<file path="src/rtl/dom_classifier.sv">
// Reads the eight class scores back from the DOM SRAM and reports the arg-max.
// Ties keep the lowest index and raise tie_flag.
module dom_classifier #(
  parameter int RD_LAT  = 1,
  parameter int N_CLASS = 8,
  parameter int DATA_W  = 16
) (
  input  logic              clk,
  input  logic              reset,
  input  logic              start,
  output logic              dom_read_en,
  output logic [2:0]        dom_read_addr,
  input  logic [DATA_W-1:0] dom_read_data,
  output logic              busy,
  output logic              finish,
  output logic              result_valid,
  output logic [2:0]        class_idx,
  output logic [DATA_W-1:0] class_val,
  output logic              tie_flag
);

  localparam logic [2:0] LAST_IDX = 3'(N_CLASS - 1);

  typedef enum logic [1:0] {
    IDLE  = 2'd0,
    ISSUE = 2'd1,
    DRAIN = 2'd2,
    DONE  = 2'd3
  } state_t;

  state_t            state_r;
  state_t            state_s;
  logic [2:0]        cnt_r;
  logic              tag_vld_r [RD_LAT];
  logic [2:0]        tag_idx_r [RD_LAT];
  logic              pending_s;
  logic              issue_s;
  logic              accept_s;
  logic              result_valid_r;
  logic [2:0]        class_idx_r;
  logic [DATA_W-1:0] class_val_r;
  logic              tie_flag_r;
  logic              ret_vld_s;
  logic [2:0]        ret_idx_s;

  assign ret_vld_s = tag_vld_r[RD_LAT-1];
  assign ret_idx_s = tag_idx_r[RD_LAT-1];

  // The last pipeline stage is consumed this cycle, so only earlier stages keep DRAIN alive.
  always_comb begin
    state_s   = state_r;
    issue_s   = 1'b0;
    accept_s  = 1'b0;
    pending_s = 1'b0;
    for (int i = 0; i < RD_LAT - 1; i++) begin
      pending_s = pending_s | tag_vld_r[i];
    end
    case (state_r)
      IDLE: begin
        if (start) begin
          state_s  = ISSUE;
          accept_s = 1'b1;
        end else begin
          state_s = IDLE;
        end
      end
      ISSUE: begin
        issue_s = 1'b1;
        if (cnt_r == LAST_IDX) begin
          state_s = DRAIN;
        end else begin
          state_s = ISSUE;
        end
      end
      DRAIN: begin
        if (!pending_s) begin
          state_s = DONE;
        end else begin
          state_s = DRAIN;
        end
      end
      DONE:    state_s = IDLE;
      default: state_s = IDLE;
    endcase
  end

  always_comb begin
    dom_read_en   = issue_s;
    dom_read_addr = issue_s ? cnt_r : 3'd0;
    busy          = (state_r != IDLE);
    finish        = (state_r == DONE);
    result_valid  = result_valid_r;
    class_idx     = class_idx_r;
    class_val     = class_val_r;
    tie_flag      = tie_flag_r;
  end

  always_ff @(posedge clk) begin
    if (reset) begin
      state_r        <= IDLE;
      cnt_r          <= 3'd0;
      result_valid_r <= 1'b0;
      class_idx_r    <= 3'd0;
      class_val_r    <= '0;
      tie_flag_r     <= 1'b0;
      for (int i = 0; i < RD_LAT; i++) begin
        tag_vld_r[i] <= 1'b0;
        tag_idx_r[i] <= 3'd0;
      end
    end else begin
      state_r <= state_s;

      if (accept_s) begin
        cnt_r <= 3'd0;
      end else if (issue_s) begin
        cnt_r <= cnt_r + 3'd1;
      end

      tag_vld_r[0] <= issue_s;
      tag_idx_r[0] <= cnt_r;
      for (int i = 1; i < RD_LAT; i++) begin
        tag_vld_r[i] <= tag_vld_r[i-1];
        tag_idx_r[i] <= tag_idx_r[i-1];
      end

      if (accept_s) begin
        result_valid_r <= 1'b0;
        class_idx_r    <= 3'd0;
        class_val_r    <= '0;
        tie_flag_r     <= 1'b0;
      end else begin
        if (state_r == DRAIN && state_s == DONE) begin
          result_valid_r <= 1'b1;
        end
        // Strictly greater wins, so equal scores keep the earlier index.
        if (ret_vld_s) begin
          if (ret_idx_s == 3'd0) begin
            class_val_r <= dom_read_data;
            class_idx_r <= 3'd0;
            tie_flag_r  <= 1'b0;
          end else if (dom_read_data > class_val_r) begin
            class_val_r <= dom_read_data;
            class_idx_r <= ret_idx_s;
            tie_flag_r  <= 1'b0;
          end else if (dom_read_data == class_val_r) begin
            tie_flag_r <= 1'b1;
          end
        end
      end
    end
  end

endmodule

</file>
<file path="config.mk">
export PLATFORM = sky130hd
export DESIGN_NAME = dom_classifier
export DESIGN_NICKNAME = d
export VERILOG_FILES = /design/src/rtl/dom_classifier.sv
export SDC_FILE = /design/constraint.sdc
export NUM_CORES = 1
export LEC_CHECK = 0
export BUFFER_PORTS_ARGS = -buffer_cell sky130_fd_sc_hd__buf_4
export CORE_AREA = 5 5 64 60
export CTS_CLUSTER_SIZE = 16
export DETAILED_ROUTE_END_ITERATION = 7
export DIE_AREA = 0 0 69 65
export GPL_TIMING_DRIVEN = 1
export PLACE_DENSITY = 0.83
export SYNTH_ARGS = -nofsm -noshare
export SYNTH_HDL_FRONTEND = slang
export SYNTH_SLANG_ARGS = --single-unit
</file>
<file path="constraint.sdc">
create_clock -name clk -period 2.51 [get_ports clk]
set_input_delay 0.1255 -clock clk [delete_from_list [all_inputs] [get_ports clk]]
set_output_delay 0.1255 -clock clk [all_outputs]
set_load 0.005 [all_outputs]
</file>
== Word level (Yosys, flattened, before mapping) ==
Memory sizes are Yosys's and may differ from the RTL's.
Cells that the tools add are included.

* Flip-flop bits (word level): 26
* Input port bits: 19
* Output and inout bits: 27
* RAM bits: 4
* Word-level logic and storage cells: 48
* Memories kept: 2

{| class="wikitable"
|+ Memory list
! name !! words !! width !! rd ports !! clocked after Yosys merged registers in !! wr ports !! line !! text
|-
| tag_idx_r || 1 || 3 || 1 || 0 || 1 || 35 || <nowiki>logic [2:0] tag_idx_r [RD_LAT];</nowiki>
|-
| tag_vld_r || 1 || 1 || 1 || 0 || 1 || 34 || <nowiki>logic tag_vld_r [RD_LAT];</nowiki>
|}

* Equal/unequal tests: 6
* Multiplexer cells: 21
* Order comparisons: 1
* Reduce and logical (&&, ||, !) cells: 11
* Add/subtract/negate cells: 1

{| class="wikitable"
|+ Operators with widths
! cell !! number
|-
| two-way mux 16 bit || 2
|-
| equality test 16 bit || 1
|-
| > comparator 16 bit || 1
|-
| two-way mux 1 bit || 13
|-
| two-way mux 3 bit || 4
|-
| case mux 2 bit (4 select lines) || 1
|-
| equality test 2 bit (second input constant) || 3
|-
| AND reduction 2 bit || 2
|-
| nonzero test 2 bit || 2
|-
| adder 3 x 1 -> 3 bit (second input constant) || 1
|-
| equality test 3 bit (second input constant) || 1
|-
| zero test 3 bit || 1
|-
| nonzero test 3 bit || 1
|-
| OR reduction 3 bit || 1
|-
| equality test 2 x 1 -> 1 bit (second input constant) || 1
|-
| zero test 2 bit || 1
|-
| two-way mux 2 bit || 1
|-
| OR reduction 2 bit || 1
|-
| logical AND 1 bit || 1
|-
| OR reduction 1 bit || 1
|}

== Longest topological paths before layout ==
* Depth in word-level cells: 5
* Depth in mapped cells: 9
* Gate-level depth less buffers: 8

== Worst setup path after synthesis ==
OpenSTA, ideal clock, no wires.

* Path type: reg-to-reg
* From: register class_val_r[15], in the netlist class_val[15]
* To: register class_val_r[10], in the netlist class_val[10]
* Slack: 0.311 ns
* Library setup time: 0.117 ns
* Data arrival time: 2.082 ns
* Required time: 2.393 ns
* Cell stages (with the launch flop): 10
* Clock period less this slack: 2.199 ns
* Buffers on the path: 1
* Cells stage by stage: dfxtp_1 -> inv_1 -> ha_1 -> nand4_2 -> or4_4 -> o21ai_4 -> a31oi_4 -> nor2b_4 -> buf_6 -> a22o_1

* Longest elaborated chain between the ends: 3

{| class="wikitable"
|+ Ends and longest elaborated chain
! element !! line !! text
|-
| from (decl) || 41 || <nowiki>logic [DATA_W-1:0] class_val_r;</nowiki>
|-
| from (signal assigned) || 138 || <nowiki>class_val_r <= dom_read_data;</nowiki>
|-
| from (signal assigned) || 142 || <nowiki>class_val_r <= dom_read_data;</nowiki>
|-
| > comparator 16 bit || 141 || <nowiki>end else if (dom_read_data > class_val_r) begin</nowiki>
|-
| nonzero test 2 bit (no line) || -- ||
|-
| AND reduction 2 bit (no line) || -- ||
|}

No other way between the ends.
A chain may end at the register's enable or synchronous reset.

== Final worst setup path ==
* From: register class_val_r[9], in the netlist class_val[9]
* To: register class_val_r[7], in the netlist class_val[7]

The elaborated chain is that of the path after synthesis.

==> flow_summary.rst <==
.. list-table::
   :header-rows: 1

   * - Metric
     - Value
   * - Final hold violation count
     - 0
   * - Number of buffers added by the clock tree synthesis step
     - 5
   * - Chain of cells forming the critical path
     - inv_1, ha_1, nand4_1, or4_4, o21ai_4, a31oi_4, nor2b_4, buf_12, a22o_1
   * - Die outline area
     - 4490 um^2
   * - Power per cell area
     - 501 nW/um^2
   * - H-tree levels
     - 2
   * - CTS Sinks
     - 30
   * - Maximum root-to-sink buffer count
     - 2
   * - Final routed wirelength across all metal layers
     - slightly above 3 mm
   * - Share of final-layout standard cells stronger than drive strength 1
     - 31.4%
   * - Post-synth top area share
     - 40.1%
   * - Total grt overflow
     - 0
   * - Post-DP HPWL
     - 2.33 mm
   * - Placer congestion estimate
     - approximately 0.74
   * - Final period util
     - between 90% and 100%
   * - Number of rows created at floorplan
     - 20
   * - Via density
     - around 5
   * - Class of the most critical hold timing path
     - input port to flip-flop
   * - Crit path capture type
     - flip-flop
   * - Least-Margin Pin Slew
     - around 0.54 ns
   * - Count of placed standard cells including taps
     - 237
   * - Antenna-violating nets left
     - 0
   * - Clk Latency, worst-skew pair
     - 0.33 ns
   * - Via count
     - 1240
   * - Clock tree from TritonCTS
     - built
   * - Cell variety after synth
     - 31
   * - Cell count after synthesis
     - ~150
   * - Top area cells in the synthesized netlist
     - sky130_fd_sc_hd__dfxtp_1, sky130_fd_sc_hd__ha_1, sky130_fd_sc_hd__a22o_1
   * - Number of antenna violations at the first check in global routing
     - 0
   * - Area taken by multi-input logic gates
     - between 700 and 800 um^2
   * - Final min period
     - roughly 2.3 ns
   * - Classification of the worst setup path
     - flip-flop to flip-flop
   * - Storage element area
     - ~600 um^2
   * - Total power of the final layout
     - between 0.9 and 1 mW
   * - Worst-case setup margin in the final layout
     - around 0.18 ns
   * - Global Route Usage Sum
     - around 15%
   * - Most used flip-flop cell after synthesis
     - sky130_fd_sc_hd__dfxtp_1
   * - Routed wire per std cell
     - ~12 um
   * - Wire length of the first global-routing pass
     - 5.40 mm
   * - Crit-path max cell delay
     - 0.58 ns
   * - Worst EP arrival
     - between 2 and 3 ns
   * - Number of detailed-route iterations in the first pass
     - 4
   * - Count of cells resized by post-cts repair
     - 0
   * - Largest net degree at the start of global routing
     - 17
   * - Number of I/O port buffers
     - between 40 and 50
   * - Most used cells in the layout excluding fill and tap cells
     - sky130_fd_sc_hd__buf_4, sky130_fd_sc_hd__dfxtp_1, sky130_fd_sc_hd__inv_1, sky130_fd_sc_hd__ha_1
   * - Worst VDD drop
     - 0.381 mV
   * - Number of global-route vias before repair
     - 1234
   * - Initial Util
     - between 40% and 50%
   * - Largest fanout of any net on the critical path
     - 15
   * - Asr flop ratio synth
     - 0%
   * - Status
     - completed
   * - Post-layout utilization of the core
     - just over 60%
   * - Synthesis-to-finish area growth
     - 32.6%
   * - Biggest area consumer among synthesized cells
     - sky130_fd_sc_hd__dfxtp_1
   * - I/O pins
     - 46
   * - Die Wd
     - ~70 um
   * - First DRT Iteration DRCs
     - 39
   * - Max-cap viol count
     - 0
   * - Sequential share of the synthesized area
     - about two fifths
   * - Flip-flop and latch count after synthesis
     - 30
   * - Number of max-slew violations in the final report
     - 0
   * - EDFF count, synth
     - 0
   * - Total DRC errors in the routed layout
     - 0
   * - Post-synthesis area per instance
     - ~10 um^2
   * - Total nets after synthesis
     - roughly 190
   * - Unrepaired setup endpoints after global routing
     - no
   * - Setup slack of the most critical reg-to-reg path
     - between 0.15 and 0.2 ns
   * - Endpoint required time on the critical path
     - between 2 and 3 ns
   * - Final instance count without filler cells
     - about 250
   * - Die boundary height
     - 65 um
   * - Fillcell total
     - between 200 and 300
   * - CTS Root Buffer Type
     - sky130_fd_sc_hd__clkbuf_4
   * - Clock transition time at the flip-flop clock pins of the worst setup and hold paths
     - approximately 0.09 ns
   * - Nets@finish
     - between 200 and 250
   * - Cell with the biggest individual delay on the critical path
     - sky130_fd_sc_hd__or4_4
   * - Fmax achieved
     - ~0.43 GHz
   * - Clock skew
     - 0.00563 ns
   * - Total standard cell area after synthesis
     - between 1000 and 1500 um^2
   * - Place WS
     - 0.190 ns
   * - Yosys warning total
     - 0
   * - Headroom to the max-slew limit
     - 64.0%
   * - Sum Neg Setup Slack
     - 0 ns
   * - Area of the core region
     - ~3200 um^2
   * - Most common cell after layout, fill and taps aside
     - sky130_fd_sc_hd__buf_4
   * - Leakage
     - 0.867 nW
   * - Critical Path Source Type
     - flip-flop
   * - Number of antenna repair diodes
     - 0
   * - Number of endpoints failing setup at the final stage
     - 0
[power by group]
part	total [mW]	internal (mW)	switching (mW)	leakage [nW]
clock	0.351	0.191	0.160	0.0446
sequential	0.498	0.487	0.0101	0.243
combinational	0.146	0.0760	0.0699	0.580
[metal layers]
metal	global-route usage, %	vias up	routed length [um]
li1	-	630	-
met3	6.36	6	202
met1	17.4	565	1430
met5	0	-	0
met4	6.59	0	57
met2	24.0	39	1350
[registers in the layout, summed over array words and instances, names as in the netlist, named ones only]
signal,count
class_idx,3
tie_flag,1
class_val,16
result_valid,1
cnt_r,3
tag_idx_r,3
state_r,1
tag_vld_r,1
[synthesized netlist by cell type (all sizes together) (2+ instances only)]
cell type  number
a21o            2
a21oi           9
a22o           15
and2            4
buf             3
dfxtp          30
ha             18
inv            18
mux2i           4
nand2           7
nand2b          2
nand4           4
nor2           16
nor2b           6
o21ai           3
[worst max-delay path: cells and delay by family, from the launching register on]
family	cells	cell delay (ns)
AND/OR/NAND/NOR	3	0.94
AO/OA/AOI/OAI	3	0.41
buffers and inverters	2	0.22
adder cells (fa/ha/maj)	1	0.29
flip-flops	1	0.37
[cell families after synthesis]
group,Yosys count,share of synthesized area (%)
buffers and inverters,22,7.02
AOI/OAI and AO/OA,35,19.4
muxes,4,2.68
adders and majority gates,18,15.1
DFF,30,40.1
xor gates and xnor gates,1,0.585
and+or+nand+nor,41,15.1
[area by class of cell]
type,count,share of cell area [%]
Multi-Input combinational cell,99,39.8
Clock buffer,8,3.97
Tap cell,44,2.77
Timing Repair Buffer,48,19.5
Sequential cell,30,30.3
Inverter,19,3.59
[through the flow]
step / hold WS (ns) / area (um^2)
floorplan: 0.197 / 1500
global placement: 0.348 / 1860
detailed placement: 0.350 / 1860
CTS: 0.00741 / 1940
global route: 0.000457 / 1980
finish: 0.0195 / 1980
[final timing paths]
path | from | depth (start not counted) | endpoint
min | dom_read_data[11] | 2 | class_val[11]
max | class_val[9] | 9 | class_val[7]
max reg2reg | class_val[9] | 9 | class_val[7]
min reg2reg | result_valid | 2 | result_valid
[what timing repair did]
action | CTS | global route
setup buffers | 0 | 2
hold buffers | 1 | 0
hold endpoints to repair | 6 | 0
setup endpoints to repair | 0 | 14
Power figures use the tool's default switching activity.
